`src/rtl/tm1638_frame_ctrl_if.sv`:
```
// Host-side byte fetch, frame handshake and TM1638 transmitter drive signals
// of the TM1638 frame sequencer, bundled with direction-specific views.
interface tm1638_frame_ctrl_if;
  logic       start;
  logic [4:0] frame_len;
  logic [4:0] byte_idx;
  logic [7:0] byte_data;
  logic       busy;
  logic       done;
  logic       stb;
  logic       sclk;
  logic       tx_start;
  logic [7:0] wdata;
  logic       clk_fall;

  // Host / bench side: requests frames, serves bytes, observes the TM1638 lines.
  modport master (
    output start, frame_len, byte_data,
    input  byte_idx, busy, done, stb, sclk, tx_start, wdata, clk_fall
  );

  // Sequencer side.
  modport slave (
    input  start, frame_len, byte_data,
    output byte_idx, busy, done, stb, sclk, tx_start, wdata, clk_fall
  );
endinterface

```
`src/rtl/tm1638_frame_ctrl.sv`:
```
// TM1638 frame sequencer: generates STB/CLK from mclk, fetches frame bytes
// from the host buffer and paces the downstream bit transmitter so that one
// STB-low command frame is shifted out LSB-first per start request.
module tm1638_frame_ctrl #(
  parameter int CLK_DIV = 8,
  parameter int MAX_LEN = 17
) (
  input logic                mclk,
  input logic                rst,
  tm1638_frame_ctrl_if.slave bus
);

  localparam logic [7:0] DIV_LAST = 8'(CLK_DIV - 1);
  localparam logic [4:0] LEN_CAP  = 5'(MAX_LEN);

  typedef enum logic [2:0] {
    IDLE  = 3'd0,
    SETUP = 3'd1,
    LOW   = 3'd2,
    HIGH  = 3'd3,
    HOLD  = 3'd4,
    GAP   = 3'd5
  } state_t;

  state_t     state, state_nxt;
  logic [7:0] div_cnt, div_nxt;
  logic [2:0] bit_cnt, bit_nxt;
  logic [4:0] byte_cnt, byte_nxt;
  logic [4:0] len, len_nxt;
  logic       load_pend, load_nxt;
  logic       stb, stb_nxt;
  logic       sclk, sclk_nxt;
  logic       tx_start, tx_nxt;
  logic [7:0] wdata, wdata_nxt;
  logic       clk_fall, cf_nxt;
  logic       busy, busy_nxt;
  logic       done, done_nxt;

  logic div_end;
  logic last_byte;

  // Saturate the requested byte count to the largest frame the TM1638 takes.
  function automatic logic [4:0] clamp_len(input logic [4:0] req);
    return (req > LEN_CAP) ? LEN_CAP : req;
  endfunction

  assign div_end   = (div_cnt == DIV_LAST);
  assign last_byte = (byte_cnt == len - 5'd1);

  // Next-state and next-output decode; every phase lasts exactly CLK_DIV cycles.
  always_comb begin
    state_nxt = state;
    div_nxt   = div_end ? 8'd0 : div_cnt + 8'd1;
    bit_nxt   = bit_cnt;
    byte_nxt  = byte_cnt;
    len_nxt   = len;
    load_nxt  = 1'b0;
    stb_nxt   = stb;
    sclk_nxt  = sclk;
    tx_nxt    = 1'b0;
    wdata_nxt = wdata;
    cf_nxt    = 1'b0;
    busy_nxt  = busy;
    done_nxt  = 1'b0;

    case (state)
      IDLE: begin
        div_nxt = 8'd0;
        if (bus.start) begin
          if (bus.frame_len != 5'd0) begin
            len_nxt   = clamp_len(bus.frame_len);
            stb_nxt   = 1'b0;
            busy_nxt  = 1'b1;
            byte_nxt  = 5'd0;
            bit_nxt   = 3'd0;
            state_nxt = SETUP;
          end else begin
            done_nxt = 1'b1;
          end
        end
      end
      SETUP: begin
        if (div_end) begin
          wdata_nxt = bus.byte_data;
          tx_nxt    = 1'b1;
          sclk_nxt  = 1'b0;
          state_nxt = LOW;
        end
      end
      LOW: begin
        // Next byte is loaded one cycle into LOW so the transmitter's final
        // clk_fall of the previous byte still sees the old wdata.
        if (load_pend) begin
          wdata_nxt = bus.byte_data;
          tx_nxt    = 1'b1;
        end
        if (div_end) begin
          sclk_nxt  = 1'b1;
          state_nxt = HIGH;
        end
      end
      HIGH: begin
        if (div_end) begin
          cf_nxt  = 1'b1;
          bit_nxt = bit_cnt + 3'd1;
          if (bit_cnt != 3'd7) begin
            sclk_nxt  = 1'b0;
            state_nxt = LOW;
          end else if (!last_byte) begin
            sclk_nxt  = 1'b0;
            byte_nxt  = byte_cnt + 5'd1;
            load_nxt  = 1'b1;
            state_nxt = LOW;
          end else begin
            state_nxt = HOLD;
          end
        end
      end
      HOLD: begin
        if (div_end) begin
          stb_nxt   = 1'b1;
          state_nxt = GAP;
        end
      end
      GAP: begin
        if (div_end) begin
          done_nxt  = 1'b1;
          busy_nxt  = 1'b0;
          state_nxt = IDLE;
        end
      end
      default: begin
        state_nxt = IDLE;
      end
    endcase
  end

  // State, counters and registered outputs; reset forces STB/CLK high at once.
  always_ff @(posedge mclk) begin
    if (rst) begin
      state     <= IDLE;
      div_cnt   <= 8'd0;
      bit_cnt   <= 3'd0;
      byte_cnt  <= 5'd0;
      len       <= 5'd0;
      load_pend <= 1'b0;
      stb       <= 1'b1;
      sclk      <= 1'b1;
      tx_start  <= 1'b0;
      wdata     <= 8'h00;
      clk_fall  <= 1'b0;
      busy      <= 1'b0;
      done      <= 1'b0;
    end else begin
      state     <= state_nxt;
      div_cnt   <= div_nxt;
      bit_cnt   <= bit_nxt;
      byte_cnt  <= byte_nxt;
      len       <= len_nxt;
      load_pend <= load_nxt;
      stb       <= stb_nxt;
      sclk      <= sclk_nxt;
      tx_start  <= tx_nxt;
      wdata     <= wdata_nxt;
      clk_fall  <= cf_nxt;
      busy      <= busy_nxt;
      done      <= done_nxt;
    end
  end

  assign bus.byte_idx = byte_cnt;
  assign bus.busy     = busy;
  assign bus.done     = done;
  assign bus.stb      = stb;
  assign bus.sclk     = sclk;
  assign bus.tx_start = tx_start;
  assign bus.wdata    = wdata;
  assign bus.clk_fall = clk_fall;

endmodule
```
`src/flat_wrapper.sv`:
```
// flat-port wrapper written by rule: the top's interface ports become plain ports
module tm1638_frame_ctrl_flat 
#(
  parameter int CLK_DIV = 8,
  parameter int MAX_LEN = 17
)
  (mclk, rst, bus_start, bus_frame_len, bus_byte_data, bus_byte_idx, bus_busy, bus_done, bus_stb, bus_sclk, bus_tx_start, bus_wdata, bus_clk_fall);
  tm1638_frame_ctrl_if bus_i ();
  input logic mclk;
  input logic rst;
  input wire logic [$bits(bus_i.start)-1:0] bus_start;
  input wire logic [$bits(bus_i.frame_len)-1:0] bus_frame_len;
  input wire logic [$bits(bus_i.byte_data)-1:0] bus_byte_data;
  output wire logic [$bits(bus_i.byte_idx)-1:0] bus_byte_idx;
  output wire logic [$bits(bus_i.busy)-1:0] bus_busy;
  output wire logic [$bits(bus_i.done)-1:0] bus_done;
  output wire logic [$bits(bus_i.stb)-1:0] bus_stb;
  output wire logic [$bits(bus_i.sclk)-1:0] bus_sclk;
  output wire logic [$bits(bus_i.tx_start)-1:0] bus_tx_start;
  output wire logic [$bits(bus_i.wdata)-1:0] bus_wdata;
  output wire logic [$bits(bus_i.clk_fall)-1:0] bus_clk_fall;
  assign bus_i.start = bus_start;
  assign bus_i.frame_len = bus_frame_len;
  assign bus_i.byte_data = bus_byte_data;
  assign bus_byte_idx = bus_i.byte_idx;
  assign bus_busy = bus_i.busy;
  assign bus_done = bus_i.done;
  assign bus_stb = bus_i.stb;
  assign bus_sclk = bus_i.sclk;
  assign bus_tx_start = bus_i.tx_start;
  assign bus_wdata = bus_i.wdata;
  assign bus_clk_fall = bus_i.clk_fall;
  tm1638_frame_ctrl #(.CLK_DIV(CLK_DIV), .MAX_LEN(MAX_LEN)) u_core (.mclk(mclk), .rst(rst), .bus(bus_i));
endmodule
```
`config.mk`:
```
export PLATFORM = sky130hd
export DESIGN_NAME = tm1638_frame_ctrl_flat
export DESIGN_NICKNAME = d
export VERILOG_FILES = /design/src/rtl/tm1638_frame_ctrl_if.sv /design/src/rtl/tm1638_frame_ctrl.sv /design/src/flat_wrapper.sv
export SDC_FILE = /design/constraint.sdc
export NUM_CORES = 1
export LEC_CHECK = 0
export CAP_MARGIN = 25
export CORE_MARGIN = 4
export CORE_UTILIZATION = 40
export CTS_CLUSTER_DIAMETER = 150
export DETAILED_ROUTE_END_ITERATION = 8
export SLEW_MARGIN = 20
export SYNTH_ARGS = -nofsm -noshare
export SYNTH_HDL_FRONTEND = slang
export SYNTH_SLANG_ARGS = --single-unit
```
`constraint.sdc`:
```
create_clock -name mclk -period 5.15 [get_ports mclk]
set_input_delay 1.03 -clock mclk [delete_from_list [all_inputs] [get_ports mclk]]
set_output_delay 1.03 -clock mclk [all_outputs]
set_load 0.02 [all_outputs]
```
# After elaboration in Yosys (flattened, before gate mapping)
# Index checks and enable logic that the tools add are counted.
word_totals:
  output_inout_bits: 19
  word_cells: 100
  register_bits: 39
  in_bits: 16
op_classes:
  n_mux: 43
  reduce_logical: 18
  eq_ne: 19
  n_bitwise: 2
  n_lt_le_gt_ge: 1
  add_sub_neg: 4
ops:
  columns: ["operator", "count"]
  rows:
  - ["$mux W3", 12]
  - ["$mux W5", 6]
  - ["$pmux W3 S6", 1]
  - ["$mux W8", 2]
  - ["$pmux W8 S2", 1]
  - ["$mux W1", 14]
  - ["$ne A2 B1 Y1 const B", 7]
  - ["$reduce_and A4 Y1", 3]
  - ["$pmux W5 S2", 1]
  - ["$add A8 B1 Y8 const B", 1]
  - ["$eq A8 B3 Y1 const B", 1]
  - ["$pmux W1 S2", 4]
  - ["$reduce_bool A2 Y1", 4]
  - ["$reduce_and A7 Y1", 1]
  - ["$eq A3 B2 Y1 const B", 2]
  - ["$eq A3 B3 Y1 const B", 2]
  - ["$ne A2 B2 Y1 const B", 3]
  - ["$ne A3 B3 Y1 const B", 2]
  - ["$pmux W3 S2", 1]
  - ["$reduce_and A3 Y1", 2]
  - ["$reduce_and A6 Y1", 1]
  - ["$add A5 B1 Y5 const B", 1]
  - ["$eq A5 B5 Y1", 1]
  - ["$gt A5 B5 Y1 const B", 1]
  - ["other kinds (12)", 13]

# Longest topological paths before layout
# Gate-level depths: netlist of run 1.
depth:
  depth_word: 6
  ltp_mapped: 8
  ltp_nobuf: 8

# Worst setup path after synthesis of run 1
# OpenSTA, ideal clock, no wires.
synth_path:
  path_type: "in2reg"
  from: "input port bus_start"
  to: "register u_core.byte_cnt[3] (netlist: u_core.bus.byte_idx[3])"
  setup_time_ns: 0.070
  setup_slack_ns: 2.679
  stages: 6
  arrival_time_ns: 2.401
  n_path_buf: 0
  required_time_ns: 5.080
  cell_sequence: "nor4b_2 > o31a_1 > o21bai_4 > nand4_1 > or3_1 > a21oi_1"
synth_via:
  elab_chain_len: 2
synth_lines:
  columns: ["element", "line_no", "source"]
  rows:
  - ["start, declared", "flat_wrapper.sv:11", "input wire logic [$bits(bus_i.start)-1:0] bus_start;"]
  - ["$ne A2 B2 Y1 (no line)", null, null]
  - ["$reduce_and A6 Y1 (no line)", null, null]
  - ["end signal, assigned", "tm1638_frame_ctrl.sv:158", "byte_cnt <= byte_nxt;"]
  - ["end, declared", "tm1638_frame_ctrl.sv:28", "logic [4:0] byte_cnt, byte_nxt;"]
# Every way passes these cells.
# A chain may end at the register's enable or synchronous reset.

# Worst setup path after layout of run 1
# Same ends and word-level chain as after synthesis.

==> metrics.md, run 1 <==
| Metric | Value |
|---|---|
| Initial DRC Count | `92` |
| Final std cell area, no fill | `2290 um2` |
| Routability cong. | `0.776` |
| Vias/cell | `5.23` |
| Initial antenna violation count | `0` |
| Area contributors post-synth | `dfxtp_1 43%, nor2_1 6.6%, mux2i_1 5.0%` |
| Dpl hpwl | `2.58 mm` |
| Most used flip-flop cell after synthesis | `dfxtp_1` |
| Drt first pass iters | `4` |
| Final-report hold violation count | `0` |
| Vias | `1,505` |
| Synth Register Bits | `39` |
| Worst IR drop on VDD | `0.157 mV` |
| Unique masters post-synth | `40` |
| Register area share after synthesis | `42.9%` |
| EDFF count, synth | `0` |
| Worst Setup Start Kind | `input port` |
| Clock period minus final worst setup slack | `2.97 ns` |
| Max-Slew Margin vs Limit | `40.1%` |
| Hold path cells | `1` |
| TritonCTS clock tree | `done` |
| Async SR Flop Fraction | `0%` |
| Worst hold path class | `flop to flop` |
| Die Area | `5690 um2` |
| Dpl ws | `1.90 ns` |
| Period utilization | `57.6%` |
| Worst Tran Pin Value | `0.887 ns` |
| Crit-path max FO | `9` |
| Crit Path Class | `input port to flop` |
| Gates resized, CTS repair | `0` |
| Power density over the cells | `248 nW/um2` |
| Average size of a mapped cell | `8.96 um2` |
| Total GRT Usage | `13.5%` |
| Core ar. | `4380 um2` |
| Grt total ovfl | `0` |
| RSZ-0062 raised after global routing | `no` |
| Detailed Route WL | `3.73 mm` |
| Vias in the first global route | `1,327` |
| Setup Skew | `0.00335 ns` |
| Post-synth top area share | `42.9%` |
| Layout cell share with drive strength beyond 1 | `5.93%` |
| Post-synthesis to final-layout area growth | `25.7%` |
| Root buffer cell | `clkbuf_8` |
| Routed wire per std cell | `12.9 um` |
| Area leader, netlist | `dfxtp_1` |
| Setup TNS Final | `0 ns` |
| Dpl cell area | `2200 um2` |
| Clk Latency, worst-skew pair | `0.28 ns` |
| Reg2reg path depth | `8` |
| Worst setup margin | `2.18 ns` |
| # rows | `24` |
| CP arrival | `3.19 ns` |
| Clk buf depth | `2` |
| Antenna Cells | `0` |
| PortBufs | `34` |
| Max cap viols | `0` |
| Final Max Slew Viols | `0` |
| Worst setup EP type | `flop` |
| P_leak | `0.806 nW` |
| Final net count | `257` |
| Synth Instances | `203` |
| Hold buffer count at cts | `0` |
| Fill cells | `422` |
| # DRC | `0` |
| DIE HEIGHT | `75.4 um` |
| Io pins | `35` |
| Max Clock Freq | `337 MHz` |
| Status | `finished clean` |
| First-pass GRT wire length | `6.00 mm` |
| Initial Util | `41.5%` |
| Seq. cell area | `781 um2` |
| Post-CTS setup buffers | `0` |
| Multi-input logic area | `986 um2` |
| Setup-failing EPs final | `0` |
| Largest net degree at the start of global routing | `31` |
| Clock-pin slew on the worst setup and hold paths | `0.07 ns` |
| CTS H-Tree Depth | `2` |
| Die width | `75.4 um` |
| Post-route ant nets | `0` |
| Min Hold Slack | `0.451 ns` |
| Clock sink total | `39` |
| Num CTS Buffers | `5` |
| YS warnings | `0` |
| Syn_nets | `224` |
| Crit path required time | `5.37 ns` |
| Post-Syn Area | `1820 um2` |
critical path, cell delays in order:
cell and delay [ns]:
clkdlybuf4s50_1 0.53, nor4b_2 0.45, o31a_1 0.39, o21bai_4 0.20, nand4_1 0.12, or3_1 0.32
a21oi_1 0.14
cells in the final DEF (no fill, tap or decap), drive strengths merged, types with 2 or more instances in the layout:
cell type	Yosys	routed
a211oi	2	2
nor4b	2	2
or3	7	7
and3	3	3
dfxtp	39	39
clkdlybuf4s50	0	34
xor2	7	7
nor3	6	6
o21ai	8	8
nand4	2	2
nand2b	5	5
nand2	7	7
a22o	2	2
nor2	32	32
a31oi	3	3
buf	2	2
ha	5	5
nand3	6	6
nand3b	8	8
clkbuf	8	6
xnor2	5	5
a21oi	14	14
mux2i	9	9
a22oi	4	4
inv	3	3
o21bai	2	2
path summary, 6_finish.rpt:
| path | startpoint | end | slack, ns |
|---|---|---|---|
| setup / recovery | bus_start | u_core.bus.byte_idx[3]$_SDFFE_PP0P_ | 2.18 |
| hold / removal | u_core.div_cnt[0]$_SDFF_PP0_ | u_core.div_cnt[0]$_SDFF_PP0_ | 0.45 |
| setup reg to reg | u_core.len[0]$_SDFFE_PP0P_ | u_core.bus.byte_idx[3]$_SDFFE_PP0P_ | 2.59 |
| hold reg to reg | u_core.div_cnt[0]$_SDFF_PP0_ | u_core.div_cnt[0]$_SDFF_PP0_ | 0.45 |
cell families after synthesis:
kind of cell | count (synthesis) | share of synthesized area (%)
and+or+nand+nor | 82 | 23.5
AOI/OAI and AO/OA | 42 | 15.9
DFF | 39 | 42.9
buffers and inverters | 13 | 2.82
xor gates and xnor gates | 12 | 5.78
muxes | 10 | 5.57
adders and majority gates | 5 | 3.44
layer usage:
| metal | GRT usage, % | vias to the layer above | wire length, um |
|---|---|---|---|
| li1 | - | 790 | - |
| met1 | 17.8 | 672 | 1830 |
| met2 | 21.3 | 39 | 1600 |
| met3 | 4.75 | 4 | 264 |
| met4 | 3.50 | 0 | 29 |
| met5 | 0 | - | 0 |
synth_stat cells, types with 3 or more instances:
cell,count
nor3_1,6
nand2b_1,5
nand3b_1,8
or3_1,7
a31oi_1,3
xor2_1,7
nand3_1,6
xnor2_1,5
dfxtp_1,39
mux2i_1,9
and3_1,3
ha_1,5
clkbuf_1,8
nor2_1,32
o21ai_0,8
nand2_1,7
a21oi_1,13
inv_1,3
a22oi_1,4
final cells by class:
class                   instances  share of cell area [%]
well taps                      52                    2.85
clock inverters                 1                   0.219
flip-flops and latches         39                    34.2
inverters                       3                   0.493
repair buffers                 36                    15.5
clock buffers                   6                    3.61
multi-input cells             151                    43.1
stage by stage:
stage          util, %  power (W)  instances
2_1_floorplan        -   0.000348        203
3_3_place_gp      50.1   0.000369        281
3_5_place_dp      50.1   0.000370        281
4_1_cts           52.1   0.000577        288
5_1_grt           52.1   0.000591        288
6_report          52.1   0.000567        288
flip-flops by register name, summed over array words and instances (netlist names):
register / flops
u_core.bus.wdata: 8
u_core.bus.sclk: 1
u_core.state: 3
u_core.bit_cnt: 3
u_core.load_pend: 1
u_core.div_cnt: 8
u_core.bus.stb: 1
u_core.bus.byte_idx: 5
u_core.len: 5
u_core.bus.clk_fall: 1
u_core.bus.tx_start: 1
u_core.bus.busy: 1
u_core.bus.done: 1
power breakdown:
group	total, W	switching [W]	leakage, nW	internal [W]
clock network	0.000205	0.000100	0.0470	0.000105
logic	0.0000501	0.0000223	0.443	0.0000278
registers	0.000312	0.00000598	0.316	0.000306
total	0.000567	0.000128	0.806	0.000439
(Power assumes the default switching activity.)
==> inputs of run 2 (changes only) <==
Clock period 5.15 ns to 2.8 ns, I/O delays scaled along.
==> metrics.md, run 2 (synthesis gave the netlist of run 1 again) <==
| Metric | Value |
|---|---|
| Post-route ant nets | `0` |
| # rows | `24` |
| Max-Slew Margin vs Limit | `64.5%` |
| Commonest non-fill, non-tap cells in the layout | `39 x dfxtp_1, 34 x clkdlybuf4s50_1, 32 x nor2_1` |
| Worst hold path class | `flop to flop` |
| Worst IR drop on VDD | `0.253 mV` |
| Worst Tran Pin Value | `0.531 ns` |
| TritonCTS clock tree | `done` |
| CP max-delay cell | `clkdlybuf4s50_1` |
| PortBufs | `34` |
| Setup TNS Final | `0 ns` |
| Crit Path Class | `input port to flop` |
| Max cap viols | `0` |
| Dpl hpwl | `2.57 mm` |
| Max Clock Freq | `438 MHz` |
| CTS H-Tree Depth | `2` |
| Initial DRC Count | `85` |
| Largest net degree at the start of global routing | `16` |
| Worst setup margin | `0.519 ns` |
| Die Area | `5690 um2` |
| Detailed Route WL | `3.66 mm` |
| Gates resized, CTS repair | `0` |
| Initial Util | `41.5%` |
| Multi-input logic area | `986 um2` |
| RSZ-0062 raised after global routing | `no` |
| Vias/cell | `5.17` |
| Root buffer cell | `clkbuf_8` |
| Dpl ws | `0.220 ns` |
| Routability cong. | `0.742` |
| Crit path required time | `3.02 ns` |
| Setup-failing EPs final | `0` |
| Fill cells | `417` |
| CP arrival | `2.50 ns` |
| # DRC | `0` |
| Layout cell share with drive strength beyond 1 | `7.50%` |
| Clk Latency, worst-skew pair | `0.29 ns` |
| Routed wire per std cell | `12.5 um` |
| Crit path cell chain | `clkdlybuf4s50_1, nor4b_2, o31a_1, o21bai_4, nand4_1, or3_1, a21oi_1` |
| Vias in the first global route | `1,331` |
| Post-synthesis to final-layout area growth | `27.4%` |
| Initial antenna violation count | `0` |
| Peak per-stage delay on the critical path | `0.54 ns` |
| Vias | `1,511` |
| Clock sink total | `39` |
| Crit-path max FO | `9` |
| Setup Skew | `0.00750 ns` |
| Final net count | `261` |
| Total GRT Usage | `13.8%` |
| Antenna Cells | `0` |
| Top flop regs | `u_core.bus.wdata x8, u_core.div_cnt x8` |
| Clock period minus final worst setup slack | `2.28 ns` |
| Worst Setup Start Kind | `input port` |
| Commonest non-fill, non-tap cell in the layout | `dfxtp_1` |
| DIE HEIGHT | `75.4 um` |
| P_leak | `0.826 nW` |
| Hold buffer count at cts | `0` |
| Final core occ | `52.8%` |
| Clock-pin slew on the worst setup and hold paths | `0.08 ns` |
| Num CTS Buffers | `5` |
| Power density over the cells | `455 nW/um2` |
| Io pins | `35` |
| Post-CTS setup buffers | `0` |
| Drt first pass iters | `4` |
| Clk buf depth | `2` |
| Worst setup EP type | `flop` |
| Core ar. | `4380 um2` |
| Grt total ovfl | `0` |
| Final Max Slew Viols | `0` |
| Final-report hold violation count | `0` |
| Seq. cell area | `781 um2` |
| Status | `finished clean` |
| First-pass GRT wire length | `6.13 mm` |
| Die width | `75.4 um` |
| Period utilization | `81.5%` |
run 2: stage by stage:
step / hold slack [ns] / instances / total power, W / instance area (um2)
floorplan: 0.413 / 203 / 0.000639 / 1820
global placement: 0.433 / 285 / 0.000682 / 2230
detailed placement: 0.453 / 285 / 0.000682 / 2230
CTS: 0.461 / 292 / 0.00107 / 2320
global route: 0.492 / 292 / 0.00110 / 2320
finish: 0.456 / 292 / 0.00105 / 2320
run 2: routing by layer:
metal	wire [um]	part of all wire, %	vias to the layer above	track usage (%)
li1	-	-	793	-
met1	1840	50	680	18.8
met2	1510	41	32	20.2
met3	255	7.0	6	5.15
met4	52	1.4	0	4.66
met5	0	0	-	0
run 2: report_power, final:
group          internal [W]  switching (W)
Combinational     0.0000532      0.0000408
Clock              0.000193       0.000192
Sequential         0.000563      0.0000113
run 2: worst paths after layout:
path / slack (ns) / to / cells past startpoint / start
worst max-delay path: 0.52 / u_core.bus.byte_idx[3]$_SDFFE_PP0P_ / 7 / bus_start
worst min-delay path: 0.46 / u_core.bus.sclk$_SDFFE_PP1P_ / 2 / u_core.bus.sclk$_SDFFE_PP1P_
worst max register to register: 0.55 / u_core.bus.byte_idx[3]$_SDFFE_PP0P_ / 9 / u_core.len[0]$_SDFFE_PP0P_
worst min register to register: 0.46 / u_core.bus.sclk$_SDFFE_PP1P_ / 2 / u_core.bus.sclk$_SDFFE_PP1P_
run 2: worst max-delay path: cells and delay by family:
kind / cells / cell delay [ns]
and+or+nand+nor: 3 / 0.71
AOI/OAI and AO/OA: 3 / 0.71
buffers and inverters: 1 / 0.54
run 2: final cells by class:
| type | count | area share [%] |
|---|---|---|
| multi-input combinational | 151 | 42.6 |
| sequential | 39 | 33.7 |
| timing repair buffer | 40 | 16.6 |
| clock buffer | 6 | 3.57 |
| tap | 52 | 2.81 |
| inverter | 3 | 0.486 |
| clock inverter | 1 | 0.216 |
==> inputs of run 3 (changes only) <==
Clock period 2.8 ns to 2.3 ns, I/O delays scaled along.
==> metrics.md, run 3 (synthesis gave the netlist of run 1 again) <==
| Metric | Value |
|---|---|
| Status | `finished clean` |
| Worst Tran Pin Value | `0.425 ns` |
| CP delay by family, top | `simple AND/OR/NAND/NOR gates` |
| CP Capture Point | `u_core.bus.byte_idx[3]$_SDFFE_PP0P_` |
| Worst Setup Start Kind | `flop` |
| Core ar. | `4380 um2` |
| Io pins | `35` |
| Commonest non-fill, non-tap cell in the layout | `dfxtp_1` |
| Crit path from | `u_core.div_cnt[3]$_SDFF_PP0_` |
| Peak per-stage delay on the critical path | `0.54 ns` |
| Final-report hold violation count | `0` |
| R2R setup slack | `0.21 ns` |
| Clk Latency, worst-skew pair | `0.29 ns` |
| Vias/cell | `5.15` |
| Dpl hpwl | `2.67 mm` |
| RSZ-0062 raised after global routing | `no` |
| WP depth | `6` |
| Num CTS Buffers | `5` |
| CP arrival | `2.31 ns` |
| Post-synthesis to final-layout area growth | `32.8%` |
| Dpl ws | `-0.0115 ns` |
| Drt first pass iters | `4` |
| Clk buf depth | `2` |
| Fill cells | `416` |
| Layout cell share with drive strength beyond 1 | `10.5%` |
| Max Clock Freq | `479 MHz` |
| Antenna Cells | `0` |
| Largest net degree at the start of global routing | `14` |
| Buffers and inverters on the worst path | `0` |
| Power density over the cells | `623 nW/um2` |
| Vias in the first global route | `1,393` |
| Worst hold path class | `flop to flop` |
| RR Endpoint | `u_core.bus.byte_idx[3]$_SDFFE_PP0P_` |
| Routed wire per std cell | `12.5 um` |
| Final net count | `267` |
| DIE HEIGHT | `75.4 um` |
| PortBufs | `34` |
| Worst setup margin | `0.214 ns` |
| Crit path required time | `2.53 ns` |
| CP max-delay cell | `or4_1` |
| Setup Skew | `0.00605 ns` |
| Crit-path most repeated cell | `or3_1` |
| Total GRT Usage | `14.3%` |
| Final core occ | `55.1%` |
| Initial Util | `41.5%` |
| Final Max Slew Viols | `0` |
| Crit Path Class | `flop to flop` |
| Period utilization | `90.7%` |
| Post-CTS setup buffers | `0` |
| Vias | `1,541` |
| Max-Slew Margin vs Limit | `71.6%` |
| Reg2reg start | `u_core.div_cnt[3]$_SDFF_PP0_` |
| Setup TNS Final | `0 ns` |
| Crit-path max FO | `5` |
| # rows | `24` |
| Grt total ovfl | `0` |
| # DRC | `0` |
| Min Hold Slack | `0.442 ns` |
| Clock period minus final worst setup slack | `2.09 ns` |
| Worst setup EP type | `flop` |
| Root buffer cell | `clkbuf_8` |
| Initial antenna violation count | `0` |
| Detailed Route WL | `3.74 mm` |
| Max cap viols | `0` |
| First-pass GRT wire length | `6.33 mm` |
| TritonCTS clock tree | `done` |
| Commonest non-fill, non-tap cells in the layout | `39 x dfxtp_1, 34 x clkdlybuf4s50_1, 32 x nor2_1` |
| Power Total | `0.00150 W` |
| Top flop regs | `u_core.bus.wdata x8, u_core.div_cnt x8` |
| Reg2reg path depth | `6` |
| Worst IR drop on VDD | `0.372 mV` |
| Initial DRC Count | `64` |
| Routability cong. | `0.762` |
| Clock sink total | `39` |
| CTS H-Tree Depth | `2` |
| Die width | `75.4 um` |
| P_leak | `0.875 nW` |
| Post-route ant nets | `0` |
| Die Area | `5690 um2` |
| Crit path cell chain | `or4_1, or3_1, o21bai_4, nand4_1, or3_1, a21oi_1` |
| Clock-pin slew on the worst setup and hold paths | `0.08 ns` |
| Setup-failing EPs final | `0` |
[run 3: changes by cell type in the layout (fill, tap and decap cells not counted), sizes merged]
cell,change
buf,+6
bufinv,+2
clkbuf,-1
clkinv,-1
clkinvlp,+1
[run 3: how the worst min path moves through the flow]
stage	from	end	slack [ns]	cells after the start
2_1_floorplan	u_core.div_cnt[0]$_SDFF_PP0_	u_core.div_cnt[0]$_SDFF_PP0_	0.41	1
6_report	u_core.div_cnt[0]$_SDFF_PP0_	u_core.div_cnt[0]$_SDFF_PP0_	0.44	1
5_1_grt	u_core.div_cnt[0]$_SDFF_PP0_	u_core.div_cnt[0]$_SDFF_PP0_	0.47	1
4_1_cts	u_core.div_cnt[0]$_SDFF_PP0_	u_core.div_cnt[0]$_SDFF_PP0_	0.45	1
3_5_place_dp	u_core.div_cnt[0]$_SDFF_PP0_	u_core.div_cnt[0]$_SDFF_PP0_	0.43	1
3_3_place_gp	u_core.div_cnt[0]$_SDFF_PP0_	u_core.div_cnt[0]$_SDFF_PP0_	0.43	1
[run 3: what timing repair did]
| action | in CTS | in global routing |
|---|---|---|
| setup endpoints to repair | 0 | 4 |
| gates resized for setup | 0 | 2 |
| hold buffers | 0 | 0 |
[run 3: power breakdown]
part	total [W]	internal (W)	leakage [nW]	switching, W
clock network	0.000681	0.000433	0.0644	0.000249
logic	0.000126	0.0000701	0.494	0.0000559
registers	0.000695	0.000685	0.316	0.0000101
total	0.00150	0.00119	0.875	0.000315
[run 3: stage by stage]
stage	cell area, um2	cells
after CTS	2410	299
after detailed placement	2270	291
final	2410	299
after global placement	2270	291
after floorplan	1820	203
after global routing	2410	299
[run 3: metal layers]
metal / wire [um] / vias to the layer above / global-route usage [%]
li1: - / 807 / -
met1: 1880 / 693 / 19.5
met2: 1550 / 36 / 21.0
met3: 258 / 5 / 5.54
met4: 50 / 0 / 4.47
met5: 0 / - / 0
[run 3: area by class of cell]
type / instances / area (um2) / share of cell area [%]
clock inverter: 3 / 67.6 / 2.80
clock buffer: 5 / 68.8 / 2.85
multi-input combinational: 151 / 990 / 41.0
inverter: 3 / 11.3 / 0.467
tap: 52 / 65.1 / 2.70
sequential: 39 / 781 / 32.3
timing repair buffer: 46 / 430 / 17.8
